$ cat src/rtl/ex_cond_pipe_pkg.sv
`default_nettype none
// ============================================================================
// Module      : ex_cond_pipe_pkg
// Description : Core-wide condition codes, flag-write indices and the
//               execute/memory control-word types.
// Revision    : 1.0  initial release
// ============================================================================
package ex_cond_pipe_pkg;

    localparam logic [3:0] COND_EQ = 4'h0;
    localparam logic [3:0] COND_NE = 4'h1;
    localparam logic [3:0] COND_CS = 4'h2;
    localparam logic [3:0] COND_CC = 4'h3;
    localparam logic [3:0] COND_MI = 4'h4;
    localparam logic [3:0] COND_PL = 4'h5;
    localparam logic [3:0] COND_VS = 4'h6;
    localparam logic [3:0] COND_VC = 4'h7;
    localparam logic [3:0] COND_HI = 4'h8;
    localparam logic [3:0] COND_LS = 4'h9;
    localparam logic [3:0] COND_GE = 4'hA;
    localparam logic [3:0] COND_LT = 4'hB;
    localparam logic [3:0] COND_GT = 4'hC;
    localparam logic [3:0] COND_LE = 4'hD;
    localparam logic [3:0] COND_AL = 4'hE;
    localparam logic [3:0] COND_NV = 4'hF;

    localparam int FLAGW_CV = 1;
    localparam int FLAGW_NZ = 0;

    localparam logic [3:0] BUBBLE_COND = COND_NV;

    typedef struct packed {
        logic       valid;
        logic [3:0] cond;
        logic [1:0] flag_write;
        logic       reg_write;
        logic       mem_write;
        logic       mem_to_reg;
        logic       pc_src;
    } e_ctrl_t;

    typedef struct packed {
        logic valid;
        logic reg_write;
        logic mem_write;
        logic mem_to_reg;
        logic pc_src;
    } m_ctrl_t;

    // A bubble uses the "never" condition so it can touch neither flags nor state.
    function automatic e_ctrl_t e_bubble();
        e_ctrl_t b;
        b      = '0;
        b.cond = BUBBLE_COND;
        return b;
    endfunction

endpackage : ex_cond_pipe_pkg
`default_nettype wire

$ cat src/rtl/ex_cond_pipe_sat_counter.sv
`default_nettype none
// ============================================================================
// Module      : ex_cond_pipe_sat_counter
// Description : Saturating up-counter with clear taking priority over count.
// Revision    : 1.0  initial release
// ============================================================================
module ex_cond_pipe_sat_counter #(
    parameter int WIDTH = 16
) (
    input  logic             clk,
    input  logic             reset,
    input  logic             clr,
    input  logic             inc,
    output logic [WIDTH-1:0] cnt
);

    localparam logic [WIDTH-1:0] C_MAX = {WIDTH{1'b1}};

    logic [WIDTH-1:0] r_cnt;

    always_ff @(posedge clk) begin
        if (!reset) begin
            r_cnt <= '0;
        end else if (clr) begin
            r_cnt <= '0;
        end else if (inc && (r_cnt != C_MAX)) begin
            r_cnt <= r_cnt + 1'b1;
        end
    end

    assign cnt = r_cnt;

endmodule : ex_cond_pipe_sat_counter
`default_nettype wire

$ cat src/rtl/ex_cond_pipe.sv
`default_nettype none
// ============================================================================
// Module      : ex_cond_pipe
// Description : ID/EX and EX/MEM control registers around the condition
//               check, with annulment of failed instructions and a counter.
// Revision    : 1.0  initial release
// ============================================================================
module ex_cond_pipe
    import ex_cond_pipe_pkg::*;
#(
    parameter int CNT_W = 16
) (
    input  logic             clk,
    input  logic             reset,
    input  logic [3:0]       Cond_D,
    input  logic [1:0]       FlagWrite_D,
    input  logic             RegWrite_D,
    input  logic             MemWrite_D,
    input  logic             MemtoReg_D,
    input  logic             PCSrc_D,
    input  logic             stall_E,
    input  logic             flush_E,
    input  logic             CondEx,
    input  logic             clr_cnt,
    output logic [3:0]       Cond_E,
    output logic [1:0]       FlagWrite_E,
    output logic             valid_E,
    output logic             RegWrite_M,
    output logic             MemWrite_M,
    output logic             MemtoReg_M,
    output logic             PCSrc_M,
    output logic             valid_M,
    output logic [CNT_W-1:0] annul_cnt
);

    e_ctrl_t r_e;
    m_ctrl_t r_m;
    e_ctrl_t w_e_load;
    m_ctrl_t w_m_next;
    logic    w_ok;
    logic    w_annul;

    always_comb begin
        w_e_load            = '0;
        w_e_load.valid      = 1'b1;
        w_e_load.cond       = Cond_D;
        w_e_load.flag_write = FlagWrite_D;
        w_e_load.reg_write  = RegWrite_D;
        w_e_load.mem_write  = MemWrite_D;
        w_e_load.mem_to_reg = MemtoReg_D;
        w_e_load.pc_src     = PCSrc_D;
    end

    always_ff @(posedge clk) begin
        if (!reset) begin
            r_e <= e_bubble();
        end else if (flush_E) begin
            r_e <= e_bubble();
        end else if (!stall_E) begin
            r_e <= w_e_load;
        end
    end

    assign w_ok = r_e.valid & CondEx;

    always_comb begin
        w_m_next            = '0;
        w_m_next.valid      = w_ok;
        w_m_next.reg_write  = r_e.reg_write & w_ok;
        w_m_next.mem_write  = r_e.mem_write & w_ok;
        w_m_next.pc_src     = r_e.pc_src & w_ok;
        w_m_next.mem_to_reg = r_e.mem_to_reg;
    end

    // A stalled E instruction stays put, so M takes a bubble rather than a copy.
    always_ff @(posedge clk) begin
        if (!reset) begin
            r_m <= '0;
        end else if (stall_E) begin
            r_m <= '0;
        end else begin
            r_m <= w_m_next;
        end
    end

    assign w_annul = r_e.valid & ~CondEx & ~stall_E;

    ex_cond_pipe_sat_counter #(
        .WIDTH (CNT_W)
    ) u_annul_cnt (
        .clk   (clk),
        .reset (reset),
        .clr   (clr_cnt),
        .inc   (w_annul),
        .cnt   (annul_cnt)
    );

    assign Cond_E      = r_e.cond;
    assign FlagWrite_E = r_e.flag_write;
    assign valid_E     = r_e.valid;
    assign RegWrite_M  = r_m.reg_write;
    assign MemWrite_M  = r_m.mem_write;
    assign MemtoReg_M  = r_m.mem_to_reg;
    assign PCSrc_M     = r_m.pc_src;
    assign valid_M     = r_m.valid;

endmodule : ex_cond_pipe
`default_nettype wire
$ cat config.mk
export PLATFORM = sky130hd
export DESIGN_NAME = ex_cond_pipe
export DESIGN_NICKNAME = d
export VERILOG_FILES = /design/src/rtl/ex_cond_pipe_pkg.sv /design/src/rtl/ex_cond_pipe_sat_counter.sv /design/src/rtl/ex_cond_pipe.sv
export SDC_FILE = /design/constraint.sdc
export NUM_CORES = 1
export LEC_CHECK = 0
export CAP_MARGIN = 20
export CORE_ASPECT_RATIO = 0.6
export CORE_MARGIN = 2
export CORE_UTILIZATION = 45
export CTS_CLUSTER_DIAMETER = 50
export CTS_CLUSTER_SIZE = 8
export DETAILED_ROUTE_END_ITERATION = 12
export PLACE_DENSITY = 0.83
export SLEW_MARGIN = 10
export SYNTH_ARGS = -nofsm -noshare
export SYNTH_HDL_FRONTEND = slang
export SYNTH_SLANG_ARGS = --single-unit
$ cat constraint.sdc
create_clock -name clk -period 2.2 [get_ports clk]
set_clock_uncertainty 0.2 [all_clocks]
set_input_delay 0.33 -clock clk [delete_from_list [all_inputs] [get_ports clk]]
set_output_delay 0.33 -clock clk [all_outputs]
set_load 0.05 [all_outputs]
==> summary.txt <==
Cells and area
  • Diode count: 0
  • Layout cells sized above 1: a little under an eighth
  • Nets: 220
  • P&R area growth vs syn: 43.08%

Outcome
  • Status: completed

Floorplan
  • Die area: 3636 sq um
  • Core footprint: 2947 sq um
  • Initial Util: 48.20%
  • Die width: 76.53 um
  • Die Ht: 47.52 um
  • FP Rows: 15
  • IO Pins: 44

Route
  • Drt wl/cell: 15.13 um
  • Final wirelength: 3.722 mm
  • Drt pass-1 iters: 4
  • DRC viols: 0
  • DRT iter0 DRCs: 121
  • Via count: 1343
  • Final ANT Viol Nets: 0
  • Via-to-Cell Ratio: 5.459

GRT
  • Initial antenna violation count: 0
  • First-pass GRT wire length: 5.761 mm
  • M1 GR Usage: around a quarter
  • Grt total ovfl: 0
  • M3 GR Usage: 5.094%
  • Total GRT Usage: 21.38%
  • Vias in the first global route: approximately 1.2k
  • Pin count of the biggest net entering global routing: 18
  • Met2 GRT Util: 36.99%
  • GR peak layer: met2

Timing
  • Setup WS post-layout: 0.09758 ns
  • RSZ-0062 raised after global routing: no
  • Endpoints failing setup: 0
  • Measured slew at the worst slew-check pin: about 0.52 ns
  • Final period util: a little over nine tenths
  • Pins over their slew limit: 0
  • Tmin final: 2.102 ns
  • Relative slew margins: 64.98%
  • Worst hold margin: 0.2438 ns
  • Final hold violations: 0
  • FMAX: between 400 and 500 MHz

Placed design
  • Port-buffer cells: 43
  • GP Congestion: between 0.8 and 0.9
  • Post-place setup slack: -0.02450 ns
  • HPWL Detailed: approximately 2.8 mm

Worst setup path
  • CP Class: reg2out
  • Slowest CP cell: clkdlybuf4s50_1
  • Crit-path max FO: 7
  • Setup crit start kind: flip-flop
  • Buf/Inv on CP: 1
  • CP top delay family: buffers and inverters
  • CP Capture Type: primary output
  • Worst EP required: around 1.7 ns
  • Critical path arrival: 1.57 ns
  • Largest incremental delay on the critical path: 0.84 ns
  • Worst path cell trace: clkdlybuf4s50_1

Clock tree
  • TritonCTS Buffers: 5
  • Clk slew on worst S/H paths: 0.07 ns
  • Clk_lat worst skew: a little under 0.3 ns
  • Hold buffers post-CTS: 0
  • H-tree depth: 2
  • Buffer count from post-CTS setup fixing: 0
  • CTS Sinks: 32
  • Clock buffer depth: 2
  • Clock root buffer master: clkbuf_8
  • Post-CTS resize count: 0
  • CTS tree: yes

Yosys
  • Yosys reg bits: 32
  • Sequential share of the synthesized area: between 40% and 50%
  • Synthesized cell area: ~1400 sq um
  • Yosys warning total: 0
  • Async SR Flop Fraction: 0%
  • Top post-synthesis cells by area: dfxtp_1, mux2i_1, nand2_1
  • Cell variety after synth: 34
  • Synth area leader: dfxtp_1
  • Syn_nets: 174
  • Top cell type's share of synthesized area: 45.11%
  • Post-synth EDFFs: 0
  • Cells after Synth: 157
  • Synth Flop Type: dfxtp_1
  • Mapped Avg Cell Area: 9.045 sq um

Power and ir drop
  • Pwr dens: between 600 and 700 nW/um^2
  • Worst IR Drop VDD: 0.4070 mV
  • P_leak: 0.7808 nW

Min path
  • Hold crit path type: reg2reg

Flow run
  • Max cap viols: 0
[flip-flops by register name, indices dropped and copies added, names as in the netlist]
signal / flops
u_annul_cnt.cnt: 16
FlagWrite_E: 2
valid_E: 1
RegWrite_M: 1
Cond_E: 4
PCSrc_M: 1
MemWrite_M: 1
r_e: 4
MemtoReg_M: 1
valid_M: 1
[synthesized netlist by cell type (2+ instances only)]
library cell / number
nor2b_1: 2
o21ai_0: 4
and2_1: 3
buf_1: 2
a31oi_1: 3
mux2i_1: 16
o31ai_1: 2
nor4_1: 2
and3_1: 3
nor2_1: 10
nand2b_1: 8
o41ai_1: 2
nor3_1: 3
dfxtp_1: 32
nand2_1: 21
a21oi_1: 8
buf_4: 6
nand4_1: 4
nand3_1: 6
buf_2: 3
and3_2: 2
or4_1: 3
[kinds of logic (layout without fill, tap and decap cells)]
family                     count (synthesis)  in the layout  synth area share [%]
buffers and inverters                     13             60                 5.285
AOI/OAI and AO/OA                         21             21                 9.251
adders and majority gates                  1              1                0.8809
DFF                                       32             32                 45.11
and+or+nand+nor                           74             74                 28.19
muxes                                     16             16                 11.28
[layer usage]
layer | wire, um | share of wire (%) | vias to the layer above
met4 | 99 | 2.7 | 0
li1 | - | - | 650
met3 | 228 | 6.1 | 17
met1 | 1639 | 44 | 616
met2 | 1754 | 47 | 60
met5 | 0 | 0 | -
[cells in the final DEF, fill, tap and decap left out, types with 3 or more instances in the layout]
master / n
a21oi_1: 8
a31oi_1: 3
and2_1: 3
and3_1: 3
buf_4: 7
clkbuf_8: 7
clkdlybuf4s50_1: 43
dfxtp_1: 31
mux2i_1: 16
nand2_1: 21
nand2b_1: 8
nand3_1: 6
nand4_1: 4
nor2_1: 10
nor3_1: 3
o21ai_0: 4
or4_1: 3
[stage by stage]
| stage | TNS (ns) | power (mW) | area [sq um] | std cells | utilization (%) |
|---|---|---|---|---|---|
| 6_report | 0 | 1.315 | 2032 | 246 | 68.96 |
| 5_1_grt | 0 | 1.352 | 2032 | 246 | 68.96 |
| 4_1_cts | 0 | 1.324 | 2032 | 246 | 68.96 |
| 3_5_place_dp | -0.02450 | 0.7076 | 1906 | 238 | 64.67 |
| 3_3_place_gp | 0 | 0.7040 | 1906 | 238 | 64.67 |
| 2_1_floorplan | 0 | 0.6603 | 1421 | 157 | - |
[cell type report]
type	instances	area (sq um)
Clock buffer	7	96.34
Clock inverter	1	30.03
Fill cell	228	914.6
Inverter	1	3.754
Multi-Input combinational cell	112	704.4
Sequential cell	32	641.9
Tap cell	42	52.55
Timing Repair Buffer	51	503.0
[power by group]
part,internal [mW],switching (mW)
clock network,0.399,0.219
logic,0.0523,0.0527
registers,0.587,0.00455
[worst paths after layout]
| kind | start | cells after the start | slack (ns) | endpoint |
|---|---|---|---|---|
| max | u_annul_cnt.cnt[3] | 1 | 0.1 | annul_cnt[3] |
| min | r_e[1] | 2 | 0.24 | MemtoReg_M |
| max reg2reg | u_annul_cnt.cnt[0] | 5 | 0.20 | u_annul_cnt.cnt[13] |
| min reg2reg | r_e[1] | 2 | 0.24 | MemtoReg_M |
(Power assumes the default switching activity.)
==> RTL change (same settings) <==
`CNT_W`: 16 -> 12.
--- a/src/rtl/ex_cond_pipe.sv
+++ b/src/rtl/ex_cond_pipe.sv
@@ -8,7 +8,7 @@
 module ex_cond_pipe
     import ex_cond_pipe_pkg::*;
 #(
-    parameter int CNT_W = 16
+    parameter int CNT_W = 12
 ) (
     input  logic             clk,
     input  logic             reset,
Ports: changed (resized annul_cnt); port bits go from 44 to 40. No check against the original RTL was run, so the function may have changed too.
==> RTL change against the unedited design <==
  * Sequential cell count decreased by 4
  * Power decreased by 29%
  * Setup slack lost 0.033 ns
  * Via count down 20%
  * Final area down 16%
  * Count of clock-buffer cells in the layout fell by 3
  * Synthesized area fell by 18%
  * Utilization decreased by 0.65 points
  * Register-to-register slack got worse by 0.12 ns
  * Sequential power decreased by 13%
  * Wire length decreased by 17%
  * Critical endpoint is now u_annul_cnt.cnt[11]
  * Largest cell class is now sequential cells
  * Highest routed layer unchanged
==> RTL change: results (changes against the unedited design) <==
Clock network
  – H-tree depth: 1 (was 2)
  – Clk pin slew, worst setup/hold paths: 0.09 ns (was 0.07 ns)
  – TritonCTS buffer count: 3 (was 5)

Cells and area
  – Max reg flops: 12 (was 16)
  – Diodes inserted: 0 (unchanged)
  – Net count, final: 186 (was 220)
  – Layout cells sized above 1: 16.1% (was 11.3%)
  – Fillers: 177 (was 228)

Placement
  – GP Congestion: 0.788 (was 0.863)
  – Pre-CTS setup slack: -0.391 ns (was -0.0245 ns)
  – Port Buffers: 39 (was 43)
  – Post-Place Cell Area: 1630 µm² (was 1910 µm²)
  – Post-detail-place hpwl: 2390 µm (was 2770 µm)

Run status
  – Status: finished clean (unchanged)

Detailed routing
  – Met3 wire length: 126 µm (was 228 µm)
  – Initial DRC count: 75 (was 121)
  – Via count: 1075 (was 1343)
  – DRT Wirelength: 3080 µm (was 3720 µm)
  – Wire length on met2: 1470 µm (was 1750 µm)
  – Met1 WL: 1410 µm (was 1640 µm)

Worst setup path
  – CP max FO: 3 (was 7)
  – WP data arrival: 2.09 ns (was 1.57 ns)

Yosys
  – Most frequent cells after synthesis: dfxtp_1, mux2i_1, nor2_1 (was dfxtp_1, nand2_1, mux2i_1)
  – Synthesized net count: 141 (was 174)
  – Post-synthesis adder-cell area fraction: 1.07% (was 0.881%)
  – Post-synthesis mux area share: 9.45% (was 11.3%)
  – Unique masters post-synth: 32 (was 34)
  – Synth area leaders: dfxtp_1, mux2i_1, buf_4 (was dfxtp_1, mux2i_1, nand2_1)
  – Sequential-to-total area share from yosys stat: 48.1% (was 45.1%)
  – Synth warn: 0 (unchanged)
  – XOR/XNOR share of the synthesized area: 0.752% (was 0%)
  – Synth Area in Compound Gates: 8.92% (was 9.25%)

Pwr
  – Peak supply drop: 428 µV (was 407 µV)
  – LEAKAGE: 0.659 nW (was 0.781 nW)

Global route
  – First-pass GRT wire length: 5090 µm (was 5760 µm)
  – Largest net degree at the start of global routing: 16 (was 18)
  – Vias in the first global route: 1034 (was 1221)
  – Total GRT Usage: 22.0% (was 21.4%)

STA
  – Slew @ Worst Pin: 0.522 ns (was 0.524 ns)
[RTL change: repair_timing]
| action | CTS | global route |
|---|---|---|
| endpoints found under the setup margin | 1 | 4 |
| pin swaps | 2 | 1 |
| gates resized for setup | 3 | 1 |
| cloned | 0 | 0 |
| hold buffers | 0 | 0 |
[RTL change: worst max-delay path, cell delays in order]
cell	delay, ns
clkdlybuf4s50_1	0.43
or3b_4	0.38
or4_4	0.44
buf_4	0.15
o31ai_1	0.27
a21oi_2	0.10
[RTL change: path summary, 6_finish.rpt]
check / end / slack, ns / cells after the start / from
hold / removal: MemtoReg_M / 0.24 / 2 / r_e[1]
setup / recovery: u_annul_cnt.cnt[11] / 0.06 / 6 / CondEx
setup reg to reg: u_annul_cnt.cnt[11] / 0.08 / 5 / u_annul_cnt.cnt[4]
hold reg to reg: MemtoReg_M / 0.24 / 2 / r_e[1]
[RTL change: per-layer routing]
layer,vias up,GRT usage (%)
met4,0,7.69
met2,41,36.2
li1,526,-
met3,9,5.12
met1,499,29.2
met5,-,0
[RTL change: cell type report]
type	instances	area (µm²)	share of cell area [%]
multi-input combinational	86	563	33.1
inverter	1	3.75	0.221
sequential	28	573	33.7
timing repair buffer	49	464	27.3
clock buffer	4	55.1	3.24
tap	32	40.0	2.36
[RTL change: stage by stage]
stage / std cells / hold WS, ns / total power, mW
after CTS: 200 / 0.239 / 0.941
final: 200 / 0.238 / 0.929
after detailed placement: 196 / 0.225 / 0.625
after global placement: 196 / 0.215 / 0.622
after global routing: 200 / 0.255 / 0.968
after floorplan: 124 / 0.209 / 0.582
[RTL change: power by group]
part / total (mW) / leakage, nW / internal, mW / switching (mW)
registers: 0.517 / 0.231 / 0.513 / 0.00403
clock network: 0.316 / 0.0288 / 0.160 / 0.155
logic: 0.0959 / 0.399 / 0.0483 / 0.0476
